===== config.mk =====
export PLATFORM = sky130hd
export DESIGN_NAME = btb_update_ctrl
export DESIGN_NICKNAME = d
export VERILOG_FILES = /design/src/rtl/bp_pkg.sv /design/src/rtl/bp_upd_fifo.sv /design/src/rtl/btb_update_ctrl.sv
export SDC_FILE = /design/constraint.sdc
export NUM_CORES = 1
export LEC_CHECK = 0
export BUFFER_PORTS_ARGS = -buffer_cell sky130_fd_sc_hd__buf_2
export CAP_MARGIN = 20
export CORE_MARGIN = 2
export CORE_UTILIZATION = 35
export DETAILED_ROUTE_END_ITERATION = 10
export HOLD_SLACK_MARGIN = 0.12
export PLACE_DENSITY = 0.51
export SYNTH_ARGS = -nofsm -noshare
export SYNTH_HDL_FRONTEND = slang
export SYNTH_SLANG_ARGS = --single-unit

===== constraint.sdc =====
create_clock -name CLK -period 3.4 [get_ports CLK]
set_clock_uncertainty 0.2 [all_clocks]
set_input_delay 0.85 -clock CLK [delete_from_list [all_inputs] [get_ports CLK]]
set_output_delay 0.85 -clock CLK [all_outputs]
set_load 0.005 [all_outputs]

===== src/rtl/bp_pkg.sv =====
// bp_pkg: shared branch-predictor definitions.
// 2-bit counter encodings, entry field widths, RV opcodes, counter update helper.
package bp_pkg;

    localparam int CTR_W = 2;

    localparam logic [CTR_W-1:0] CTR_SNT = 2'b00;
    localparam logic [CTR_W-1:0] CTR_WNT = 2'b01;
    localparam logic [CTR_W-1:0] CTR_WT  = 2'b10;
    localparam logic [CTR_W-1:0] CTR_ST  = 2'b11;

    localparam logic [6:0] OPC_BRANCH = 7'b1100011;
    localparam logic [6:0] OPC_JAL    = 7'b1101111;
    localparam logic [6:0] OPC_JALR   = 7'b1100111;

    typedef enum logic {
        ST_INIT,
        ST_RUN
    } bp_state_e;

    function automatic logic [CTR_W-1:0] ctr_next(
        input logic [CTR_W-1:0] ctr,
        input logic             taken,
        input logic             uncond
    );
        logic [CTR_W-1:0] r;
        r = ctr;
        if (uncond) begin
            r = CTR_ST;
        end else if (taken) begin
            unique case (ctr)
                CTR_SNT: r = CTR_WNT;
                CTR_WNT: r = CTR_WT;
                CTR_WT:  r = CTR_ST;
                CTR_ST:  r = CTR_ST;
            endcase
        end else begin
            unique case (ctr)
                CTR_ST:  r = CTR_WT;
                CTR_WT:  r = CTR_WNT;
                CTR_WNT: r = CTR_SNT;
                CTR_SNT: r = CTR_SNT;
            endcase
        end
        return r;
    endfunction

endpackage


===== src/rtl/bp_upd_fifo.sv =====
// bp_upd_fifo: synchronous FIFO with wrap-bit full/empty flags.
// Ports: i_clk, i_rst_n, i_push/i_wdata, i_pop/o_rdata (head), o_full, o_empty.
module bp_upd_fifo #(
    parameter int DEPTH = 4,
    parameter int W     = 8
) (
    input  logic         i_clk,
    input  logic         i_rst_n,
    input  logic         i_push,
    input  logic [W-1:0] i_wdata,
    input  logic         i_pop,
    output logic [W-1:0] o_rdata,
    output logic         o_full,
    output logic         o_empty
);

    localparam int AW = $clog2(DEPTH);

    logic [AW:0]  r_wptr;
    logic [AW:0]  r_rptr;
    logic [W-1:0] r_mem [DEPTH];

    logic w_do_push;
    logic w_do_pop;

    assign o_empty = (r_wptr == r_rptr);
    assign o_full  = (r_wptr[AW] != r_rptr[AW]) &&
                     (r_wptr[AW-1:0] == r_rptr[AW-1:0]);

    assign w_do_push = i_push && !o_full;
    assign w_do_pop  = i_pop && !o_empty;

    assign o_rdata = r_mem[r_rptr[AW-1:0]];

    always_ff @(posedge i_clk or negedge i_rst_n) begin
        if (!i_rst_n) begin
            r_wptr <= '0;
            r_rptr <= '0;
        end else begin
            if (w_do_push) r_wptr <= r_wptr + 1'b1;
            if (w_do_pop)  r_rptr <= r_rptr + 1'b1;
        end
    end

    // Payload storage needs no reset; pointers alone define validity.
    always_ff @(posedge i_clk) begin
        if (w_do_push) r_mem[r_wptr[AW-1:0]] <= i_wdata;
    end

endmodule


===== src/rtl/btb_update_ctrl.sv =====
// btb_update_ctrl: init sweep + buffered RMW updates of the predictor table.
// Ports: EX update handshake, fetch arbitration, table port, perf counters.
module btb_update_ctrl #(
    parameter int IDX_W  = 10,
    parameter int TGT_W  = 12,
    parameter int DEPTH  = 4,
    parameter int STARVE = 8
) (
    input  logic               CLK,
    input  logic               RSTn,
    input  logic               upd_valid,
    output logic               upd_ready,
    input  logic [TGT_W-1:0]   upd_pc,
    input  logic               upd_taken,
    input  logic               upd_uncond,
    input  logic               upd_pred_taken,
    input  logic [TGT_W-1:0]   upd_target,
    input  logic               fetch_req,
    output logic               fetch_stall,
    output logic               init_busy,
    output logic [IDX_W-1:0]   tbl_addr,
    input  logic [2+TGT_W-1:0] tbl_rdata,
    output logic               tbl_we,
    output logic [2+TGT_W-1:0] tbl_wdata,
    output logic [31:0]        perf_updates,
    output logic [31:0]        perf_mispred
);

    import bp_pkg::*;

    localparam int PW = IDX_W + 2 + TGT_W;
    localparam int SW = $clog2(STARVE + 1);

    bp_state_e        r_state;
    bp_state_e        w_state_nxt;
    logic [IDX_W-1:0] r_idx;
    logic [SW-1:0]    r_starve;
    logic [31:0]      r_perf_upd;
    logic [31:0]      r_perf_mis;

    logic [IDX_W+2:0] w_init_sum;
    logic [TGT_W-1:0] w_init_tgt;
    logic             w_last;
    logic             w_push;
    logic             w_drain;
    logic             w_starved;
    logic             w_full;
    logic             w_empty;
    logic [PW-1:0]    w_head;
    logic [IDX_W-1:0] w_head_idx;
    logic             w_head_taken;
    logic             w_head_uncond;
    logic [TGT_W-1:0] w_head_tgt;
    logic             w_unused;

    // Reset value of each entry points at the fall-through PC.
    assign w_init_sum = {1'b0, r_idx, 2'b00} + (IDX_W+3)'(4);
    assign w_init_tgt = TGT_W'(w_init_sum);
    assign w_last     = &r_idx;

    assign w_push    = upd_valid && upd_ready;
    assign w_starved = (r_starve == SW'(STARVE));

    assign w_head_idx    = w_head[PW-1 -: IDX_W];
    assign w_head_taken  = w_head[TGT_W+1];
    assign w_head_uncond = w_head[TGT_W];
    assign w_head_tgt    = w_head[TGT_W-1:0];

    assign w_unused = ^{upd_pc, w_init_sum};

    bp_upd_fifo #(
        .DEPTH (DEPTH),
        .W     (PW)
    ) u_fifo (
        .i_clk   (CLK),
        .i_rst_n (RSTn),
        .i_push  (w_push),
        .i_wdata ({upd_pc[IDX_W+1:2], upd_taken, upd_uncond, upd_target}),
        .i_pop   (w_drain),
        .o_rdata (w_head),
        .o_full  (w_full),
        .o_empty (w_empty)
    );

    always_ff @(posedge CLK or negedge RSTn) begin
        if (!RSTn) begin
            r_state <= ST_INIT;
            r_idx   <= '0;
        end else begin
            r_state <= w_state_nxt;
            if (r_state == ST_INIT) r_idx <= r_idx + 1'b1;
        end
    end

    always_comb begin
        w_state_nxt = r_state;
        tbl_we      = 1'b0;
        tbl_addr    = r_idx;
        tbl_wdata   = {CTR_WNT, w_init_tgt};
        upd_ready   = 1'b0;
        fetch_stall = 1'b1;
        init_busy   = 1'b1;
        w_drain     = 1'b0;
        unique case (r_state)
            ST_INIT: begin
                // State is already INIT while reset is held; keep the
                // table untouched until reset is released.
                tbl_we = RSTn;
                if (w_last) w_state_nxt = ST_RUN;
            end
            ST_RUN: begin
                init_busy   = 1'b0;
                upd_ready   = !w_full;
                fetch_stall = w_starved;
                w_drain     = !w_empty && (!fetch_req || w_starved);
                tbl_we      = w_drain;
                tbl_addr    = w_head_idx;
                tbl_wdata   = {
                    ctr_next(tbl_rdata[2+TGT_W-1 -: CTR_W],
                             w_head_taken, w_head_uncond),
                    (w_head_taken || w_head_uncond) ?
                        w_head_tgt : tbl_rdata[TGT_W-1:0]
                };
            end
        endcase
    end

    // Head wait time; can never pass STARVE because that cycle drains.
    always_ff @(posedge CLK or negedge RSTn) begin
        if (!RSTn) begin
            r_starve <= '0;
        end else if (r_state == ST_RUN && !w_empty && !w_drain) begin
            r_starve <= r_starve + 1'b1;
        end else begin
            r_starve <= '0;
        end
    end

    always_ff @(posedge CLK or negedge RSTn) begin
        if (!RSTn) begin
            r_perf_upd <= '0;
            r_perf_mis <= '0;
        end else if (w_push) begin
            if (r_perf_upd != 32'hFFFF_FFFF) r_perf_upd <= r_perf_upd + 1'b1;
            if (upd_taken != upd_pred_taken &&
                r_perf_mis != 32'hFFFF_FFFF) r_perf_mis <= r_perf_mis + 1'b1;
        end
    end

    assign perf_updates = r_perf_upd;
    assign perf_mispred = r_perf_mis;

endmodule


==> flow_metrics.env <==
export IMPL_max_freq_mhz=300
export IMPL_p_leak_nw=4.16
export IMPL_place_area_um2=9290
export IMPL_cp_depth=5
export IMPL_postRouteAntennaNets=0
export IMPL_drt_wl_total_um=18700
export IMPL_clk_latency_ns=0.43
export IMPL_p_sw_w=0.00101
export IMPL_critPathTopFamily="multiplexers"
export IMPL_cts_hold_buf=0
export IMPL_multiInputGateArea_um2=3040
export IMPL_regArea_um2=5010
export IMPL_dieArea_um2=24600
export IMPL_worstPathMaxFanout=4
export IMPL_hp_class="flip-flop to flip-flop"
export IMPL_crit_type="flip-flop to output port"
export IMPL_dpl_worst_slack_ns=0.236
export IMPL_viasPerCell=4.91
export IMPL_dp_hpwl_um=13100
export IMPL_layoutNonFillerInstCount=1075
export IMPL_max_slew_margin_rel=0.601
export IMPL_slew_violations=0
export IMPL_timing_final_crit_share=0.981
export IMPL_p_per_area_nw_per_um2=434
export IMPL_peakVddDrop_v=0.000239
export IMPL_path_cells="mux4_2 -> buf_6 -> maj3_2 -> or3_1 -> buf_2"
export IMPL_drv_cap=0
export IMPL_drtIter0Drc=310
export IMPL_dpl_cell_count=1037
export IMPL_synth_fp_nets=646
export IMPL_setup_worst_path_end="tbl_wdata[12]"
export IMPL_drc=0
export IMPL_cts_sinks=181
export IMPL_synthToLayoutAreaGrowth_pct=22.6
export IMPL_syn_inst=591
export IMPL_p_seq_frac=0.532
export IMPL_cts_tree="built"
export IMPL_ys_seq_area_frac=0.614
export IMPL_r2r_cells=6
export IMPL_path_buf_inv=2
export IMPL_cts_root_buf="clkbuf_16"
export IMPL_setup_ws_ns=0.0653
export IMPL_holdCritStartpoint="perf_updates[31]$_DFFE_PN0P_"
export IMPL_setup_violations=0
export IMPL_core_area_um2=22800
export IMPL_start_util=0.358
export IMPL_worstPathRequired_ns=2.35
export IMPL_internal_power_w=0.00333
export IMPL_setup_worst_path_end_class="output port"
export IMPL_clk_pin_slew_ns=0.07
export IMPL_vias=5283
export IMPL_synth_avg_cell_area_um2=13.8
export IMPL_place_gp_congestion=0.775
export IMPL_clk_path_buf_depth=2
export IMPL_grt_ovfl_total=0
export IMPL_drive_gt1_frac=0.337
export IMPL_power_frac_comb=0.016
export IMPL_drt_first_pass_iters=4
export IMPL_rows=55
export IMPL_antenna_found_initial=1
export IMPL_synthArstFlopShare=0.470
export IMPL_synth_edf_count=96
export IMPL_ff2ff_setup_slack_ns=0.83
export IMPL_fillers=2112
export IMPL_power_share_switching=0.232
export IMPL_postLayoutCellArea_um2=10000
export IMPL_fin_crit_ns=3.33
export IMPL_wl_per_cell_um=17.4
export IMPL_synthesis_area_um2=8160
export IMPL_r2r_start="perf_updates[0]$_DFFE_PN0P_"
export IMPL_startpoint="u_fifo.r_rptr[0]$_DFFE_PN0P_"
export IMPL_ys_flop_type="edfxtp_1"
export IMPL_htree_levels=4
export IMPL_grt_max_degree=46
export IMPL_portBuffers=134
export IMPL_grt_pass1_vias=5399
export IMPL_cts_buffers=17
export IMPL_yosys_warnings=0
export IMPL_crit_path_start_kind="flip-flop"
export IMPL_synth_distinct_cells=50
export IMPL_die_x_um=157
export IMPL_io_pins=137
export IMPL_grt_pass1_wl_um=30000
export IMPL_rsz0062_at_grt="true"
export IMPL_clkPwrFrac=0.453
export IMPL_final_core_util=0.439
export IMPL_cpPeakStageDelay_ns=0.57
export IMPL_cp_arrival_ns=2.28
export IMPL_die_y_um=157
export IMPL_nets=804
export IMPL_track_usage=0.159
export IMPL_hold_slack_ns=0.291
export IMPL_finalHoldViolCount=0
export IMPL_regToRegEndpoint="perf_updates[1]$_DFFE_PN0P_"
export IMPL_tightest_slew_ns=0.599
export IMPL_yosys_register_bits=181
export IMPL_antenna_cells=0
export IMPL_status="complete, no violations"
export IMPL_slowest_stage="mux4_2"
[cell type report]
type / instances / area share
inverters: 10 / 0.00375
well taps: 313 / 0.0391
multi-input cells: 377 / 0.304
clock buffers: 17 / 0.0425
clock inverters: 15 / 0.0171
repair buffers: 162 / 0.0933
flip-flops and latches: 181 / 0.501
[metrics by stage]
stage          TNS [ns]  power [W]
2_1_floorplan         0    0.00236
5_1_grt          -0.114    0.00448
3_3_place_gp          0    0.00242
6_report              0    0.00434
4_1_cts         -0.0250    0.00440
3_5_place_dp          0    0.00243
[synthesized netlist by cell type (2+ instances only)]
cell type / count / share of area
a21oi_1: 3 / 0.0018
and2_1: 8 / 0.0061
and3_1: 21 / 0.016
and3_2: 2 / 0.0018
and4_1: 3 / 0.0032
and4_2: 3 / 0.0037
buf_1: 4 / 0.0018
buf_2: 6 / 0.0037
clkbuf_1: 10 / 0.0046
dfrtp_1: 85 / 0.26
edfxtp_1: 96 / 0.35
ha_1: 10 / 0.015
inv_1: 9 / 0.0041
maj3_1: 2 / 0.0025
mux2_2: 15 / 0.021
mux2i_1: 13 / 0.016
mux4_2: 24 / 0.066
nand2_1: 35 / 0.016
nand3_1: 40 / 0.025
nand4_1: 34 / 0.026
nor2_1: 33 / 0.015
nor3_1: 9 / 0.0055
nor4_1: 2 / 0.0015
o21ai_0: 9 / 0.0055
or3_1: 3 / 0.0023
xnor2_1: 64 / 0.069
xor2_1: 25 / 0.027
[cells by family (layout without fill, tap and decap cells)]
group / Yosys count / count (layout) / share of synthesized area
flip-flops: 181 / 181 / 0.614
buffers and inverters: 33 / 204 / 0.0189
AO/OA/AOI/OAI: 19 / 19 / 0.0155
adder cells (fa/ha/maj): 12 / 12 / 0.0178
AND/OR/NAND/NOR: 204 / 204 / 0.134
XOR/XNOR: 89 / 89 / 0.0955
multiplexers: 53 / 53 / 0.104
[power by group through the flow]
stage | Clock (W) | Sequential, W | Combinational, W
2_1_floorplan | 0 | 0.00236 | 0.00000506
3_3_place_gp | 0 | 0.00236 | 0.0000658
3_5_place_dp | 0 | 0.00236 | 0.0000698
4_1_cts | 0.00202 | 0.00231 | 0.0000701
5_1_grt | 0.00210 | 0.00231 | 0.0000782
6_report | 0.00196 | 0.00231 | 0.0000680
[sequential cells by signal, summed over array words and instances (netlist names)]
signal / flops
r_starve: 4
r_state: 1
u_fifo.r_rptr: 3
u_fifo.r_mem: 96
perf_updates: 32
perf_mispred: 32
u_fifo.r_wptr: 3
r_idx: 10
[what timing repair did]
action	in CTS	in global routing
gates cloned	0	1
pin swaps	1	4
setup endpoints to repair	3	13
buffers inserted	5	0
resized for setup	8	9
[worst min path at each step]
| stage | endpoint | slack [ns] | depth (start not counted) |
|---|---|---|---|
| 6_report | perf_updates[31]$_DFFE_PN0P_ | 0.29 | 1 |
| 5_1_grt | perf_updates[31]$_DFFE_PN0P_ | 0.33 | 1 |
| 2_1_floorplan | r_starve[0]$_DFF_PN0_ | 0.25 | 1 |
| 3_3_place_gp | r_starve[0]$_DFF_PN0_ | 0.27 | 1 |
| 3_5_place_dp | perf_updates[31]$_DFFE_PN0P_ | 0.28 | 1 |
| 4_1_cts | perf_updates[31]$_DFFE_PN0P_ | 0.30 | 1 |
[layout by cell type (no fill, tap or decap), drive strengths merged, types with 16 or more instances in the layout]
master,synthesis,layout
buf,13,161
edfxtp,96,96
dfrtp,85,85
xnor2,64,64
nand3,41,41
nand2,35,35
nand4,34,34
nor2,33,33
xor2,25,25
mux4,24,24
and3,23,23
inv,9,19
clkbuf,10,18
mux2,16,16
[metal layers]
metal,wire length (µm),track usage
met1,8420,0.205
met2,9330,0.268
met3,607,0.0318
met4,325,0.0555
met5,13,0
No activity file was read; power rests on OpenSTA's default activity.
